File: config.mk
export PLATFORM = sky130hd
export DESIGN_NAME = down_timer_8b
export DESIGN_NICKNAME = d
export VERILOG_FILES = /design/src/rtl/down_timer_8b.sv
export SDC_FILE = /design/constraint.sdc
export NUM_CORES = 1
export LEC_CHECK = 0
export CAP_MARGIN = 5
export CELL_PAD_IN_SITES_DETAIL_PLACEMENT = 1
export CELL_PAD_IN_SITES_GLOBAL_PLACEMENT = 1
export CORE_UTILIZATION = 40
export DETAILED_ROUTE_END_ITERATION = 10
export PLACE_DENSITY_LB_ADDON = 0.1
export SLEW_MARGIN = 25
export SYNTH_ARGS = -nofsm -noshare
export SYNTH_HDL_FRONTEND = slang
export SYNTH_SLANG_ARGS = --single-unit
File: constraint.sdc
create_clock -name clk -period 2.4 [get_ports clk]
set_clock_uncertainty 0.1 [all_clocks]
set_input_delay 0.36 -clock clk [delete_from_list [all_inputs] [get_ports clk]]
set_output_delay 0.36 -clock clk [all_outputs]
set_load 0.03 [all_outputs]
File: src/rtl/down_timer_8b.sv
// Loadable down-counting timer with one-shot or auto-reload operation,
// a one-cycle done pulse on expiry and a saturating expiry tally.
module down_timer_8b #(
    parameter int unsigned WIDTH   = 8,
    parameter int unsigned TALLY_W = 8
) (
    input  logic               clk,
    input  logic               rst,
    input  logic [WIDTH-1:0]   load_val,
    input  logic               start,
    input  logic               stop,
    input  logic               en,
    input  logic               periodic,
    output logic [WIDTH-1:0]   count,
    output logic               busy,
    output logic               done,
    output logic [TALLY_W-1:0] tally
);

    typedef enum logic {
        IDLE,
        RUN
    } state_e;

    localparam logic [WIDTH-1:0]   COUNT_ONE = WIDTH'(1);
    localparam logic [TALLY_W-1:0] TALLY_ONE = TALLY_W'(1);

    state_e             state_q,  state_d;
    logic [WIDTH-1:0]   count_q,  count_d;
    logic [WIDTH-1:0]   reload_q, reload_d;
    logic               mode_q,   mode_d;
    logic               busy_q,   busy_d;
    logic               done_q,   done_d;
    logic [TALLY_W-1:0] tally_q,  tally_d;

    always_comb begin
        state_d  = state_q;
        count_d  = count_q;
        reload_d = reload_q;
        mode_d   = mode_q;
        busy_d   = busy_q;
        done_d   = 1'b0;
        tally_d  = tally_q;

        // stop outranks start in both states; in IDLE it simply leaves everything untouched
        if (stop) begin
            if (state_q == RUN) begin
                state_d = IDLE;
                busy_d  = 1'b0;
            end
        end else if (start) begin
            if (load_val != '0) begin
                count_d  = load_val;
                reload_d = load_val;
                mode_d   = periodic;
                tally_d  = '0;
                state_d  = RUN;
                busy_d   = 1'b1;
            end else begin
                count_d  = '0;
                done_d   = 1'b1;
                tally_d  = TALLY_ONE;
                state_d  = IDLE;
                busy_d   = 1'b0;
            end
        end else if (state_q == RUN && en) begin
            if (count_q == COUNT_ONE) begin
                done_d  = 1'b1;
                tally_d = (tally_q != '1) ? tally_q + TALLY_ONE : tally_q;
                if (mode_q) begin
                    count_d = reload_q;
                end else begin
                    count_d = '0;
                    state_d = IDLE;
                    busy_d  = 1'b0;
                end
            end else if (count_q > COUNT_ONE) begin
                count_d = count_q - COUNT_ONE;
            end
        end
    end

    always_ff @(posedge clk or negedge rst) begin
        if (!rst) begin
            state_q  <= IDLE;
            count_q  <= '0;
            reload_q <= '0;
            mode_q   <= 1'b0;
            busy_q   <= 1'b0;
            done_q   <= 1'b0;
            tally_q  <= '0;
        end else begin
            state_q  <= state_d;
            count_q  <= count_d;
            reload_q <= reload_d;
            mode_q   <= mode_d;
            busy_q   <= busy_d;
            done_q   <= done_d;
            tally_q  <= tally_d;
        end
    end

    assign count = count_q;
    assign busy  = busy_q;
    assign done  = done_q;
    assign tally = tally_q;

endmodule

==> impl_metrics.csv, run 1 <==
group,metric,value,unit
critical_path,worst-path-max-fanout,12,
power_and_ir_drop,powerDensity,718,nW/um^2
cells_and_area,final_common_cell,"clkdlybuf4s50_1",
critical_path,worst_path_largest_cell_delay,0.56,ns
critical_path,worstPathCellList,"ha_1, nor3b_4, a21oi_2, nor3_2, a311o_1",
route,drtIter0Drc,117,
synth,synth-compound-area-share,19.3,%
route,drc,0,
timing,slew_viol_final,0,
timing,relSlewSlack,53.6,%
placement,io_buffers,31,
timing,worst_pin_slew,0.696,ns
synth,yosys_most_used_dff,"dfrtp_1",
power_and_ir_drop,swShare,36.7,%
timing,hold_viol_final,0,
power_and_ir_drop,max-vdd-ir-drop,0.341,mV
power_and_ir_drop,clkPwrFrac,23.6,%
synth,synthMuxAreaShare,7.99,%
timing,tns,0,ns
power_and_ir_drop,p_sw,0.598,mW
clock_tree,cts_buffer_depth,2,
floorplanning,initial_core_util,42.6,%
placement,dpl.hpwl,4.10,mm
grt,grt_pass1_wl,8.56,mm
synth,synth_area,1750,sq um
grt,grt_pass1_vias,1647,
placement,gp_congestion,0.875,
route,via_per_inst,6.04,
synth,synthesis.nets,194,
timing,fin_crit_sh,94.8,%
grt,grt_max_degree,29,
synth,synth-xor-area-share,0,%
timing,fin_ws,0.126,ns
cells_and_area,multi_input_area,962,sq um
floorplanning,die_w,68.2,um
synth,yosysWarnings,0,
grt,grt_remaining_overflow,0,
synth,synthAdderAreaFrac,2.14,%
floorplanning,core-area,4120,sq um
timing,rsz0062_at_grt,"no",
critical_path,arrival,2.34,ns
synth,synthSimpleGateAreaFrac,25.5,%
clock_tree,tritoncts,"built",
critical_path,end_kind,"flip-flop",
floorplanning,placementRows,23,
cells_and_area,syn_to_final_growth,29.3,%
grt,track_usage,25.4,%
power_and_ir_drop,power_frac_seq,39.9,%
cells_and_area,final_cell_mix,"clkdlybuf4s50_1 (31), dfrtp_1 (28), nand2_1 (16), buf_4 (16), inv_1 (11)",
clock_tree,clkTransAtPathRegs,0.10,ns
status,status,"completed",
clock_tree,clock-root-buffer,"clkbuf_8",
clock_tree,worst_skew_pair.late_latency,0.28,ns
synth,synth-seq-cells,28,
timing,max_freq,0.440,GHz
critical_path,slowest_stage,"a21oi_2",
route,postRouteAntennaNets,0,
placement,post-place-ws,0.0360,ns
synth,synthCells,177,
grt,antenna_found_initial,0,
critical_path,startpoint_type,"flip-flop",
floorplanning,die-area,4650,sq um
power_and_ir_drop,comb_power_share,36.6,%
clock_tree,ctsHoldBuffers,0,
timing,setup_viol,0,
flow_run,cap_violations,0,
route,vias,1626,
synth,synth_area_per_cell,9.91,sq um
synth,synth_top_family_by_area,"simple AND/OR/NAND/NOR gates",
clock_tree,cts_setup_buffers,0,
clock_tree,numCtsBuffers,3,
critical_path,critical_path_class,"reg2reg",
worst_hold_path,hold_path.class,"in2async",
power_and_ir_drop,leakagePower,0.884,nW
cells_and_area,nFillCells,483,
timing,final.min_clock_period,2.27,ns
cells_and_area,drive_gt1_share,19.2,%
synth,ys_seq_area_share,39.9,%
cells_and_area,fin_nets,237,
clock_tree,cts.sinks,28,
power_and_ir_drop,p_int,1.03,mW
cells_and_area,area.sequential,701,sq um
critical_path,r2r_slack,0.13,ns
floorplanning,die_h,68.2,um
clock_tree,h-tree-depth,1,
route,dr.pass1.iters,4,
clock_tree,cts_resized,0,
route,wl_per_cell,20.2,um
cells_and_area,antennaDiodeCount,0,
critical_path,cp.required,2.47,ns
synth,synth_edf_count,0,
floorplanning,ioPinCount,32,
synth,synthArstFlopShare,100,%
route,wl,5.42,mm
synth,ys_types,53,
## cells by family after synthesis
kind of cell / count (synthesis)
AOI/OAI and AO/OA: 46
adders and majority gates: 3
buffers and inverters: 20
DFF: 28
muxes: 13
and+or+nand+nor: 67
## cells in the mapped netlist (all sizes together), types with 6 or more instances
cell type / n / area [sq um]
a21oi: 8 / 43.8
inv: 11 / 41.3
nor2: 9 / 33.8
nand2: 16 / 60.1
a211oi: 6 / 45.0
nor4: 8 / 81.3
dfrtp: 28 / 701
nand2b: 7 / 43.8
mux2: 8 / 90.1
buf: 6 / 38.8
o21ai: 7 / 35.0
## power by group through the flow
stage | logic (mW) | clock network [mW] | registers [mW]
2_1_floorplan | 0.280 | 0 | 0.713
3_3_place_gp | 0.580 | 0 | 0.644
3_5_place_dp | 0.592 | 0 | 0.655
4_1_cts | 0.597 | 0.393 | 0.647
5_1_grt | 0.643 | 0.408 | 0.657
6_report | 0.596 | 0.384 | 0.650
## through the flow
step                instance area [sq um]  cells  power (mW)  utilization [%]  hold slack [ns]
floorplan                            1750    177       0.993                -          -0.0356
global placement                     2200    265        1.22             53.4            0.387
detailed placement                   2200    265        1.25             53.4            0.400
CTS                                  2270    269        1.64             55.1            0.368
global route                         2270    269        1.71             55.1            0.397
finish                               2270    269        1.63             55.1            0.359
## routing by layer
layer  track usage, %  part of all wire (%)  vias up
met5                0                     0        -
met4             7.81                   1.4        0
met3             3.17                   4.9        8
met2             40.6                    47       54
met1             35.2                    47      817
li1                 -                     -      747
## worst paths after layout
path / startpoint / end / depth (start not counted)
min in group clk: busy$_DFFE_PN0P_ / busy$_DFFE_PN0P_ / 1
max in group asynchronous: rst / count[4]$_DFFE_PN0P_ / 2
worst max-delay path: count[0]$_DFFE_PN0P_ / tally[6]$_DFFE_PN0P_ / 5
worst min-delay path: rst / reload_q[2]$_DFFE_PN0P_ / 2
worst min register to register: busy$_DFFE_PN0P_ / busy$_DFFE_PN0P_ / 1
worst max register to register: count[0]$_DFFE_PN0P_ / tally[6]$_DFFE_PN0P_ / 5
## critical path, delay by kind of cell, from the launching register on
| family | cells | cell delay, ns |
|---|---|---|
| AO/OA/AOI/OAI | 2 | 0.91 |
| flip-flops | 1 | 0.48 |
| AND/OR/NAND/NOR | 2 | 0.34 |
| adder cells (fa/ha/maj) | 1 | 0.32 |
## area by class of cell
cell class	instances	area share, %
Timing Repair Buffer	47	19.0
Tap cell	50	2.76
Clock buffer	3	1.82
Sequential cell	28	30.9
Inverter	11	1.82
Multi-Input combinational cell	129	42.4
Clock inverter	1	1.32
## registers in the layout (all words and copies together) (netlist names)
name,flops
busy,1
count,8
tally,8
reload_q,8
state_q,1
mode_q,1
done,1
Note: power is estimated with default switching activity, not from simulation.
==> run 2, diff against run 1 <==
Settings changed: SKIP_LAST_GASP set to 1.
==> results of run 2 <==
No change in the layout: final DEF, timing and power equal those of run 1.
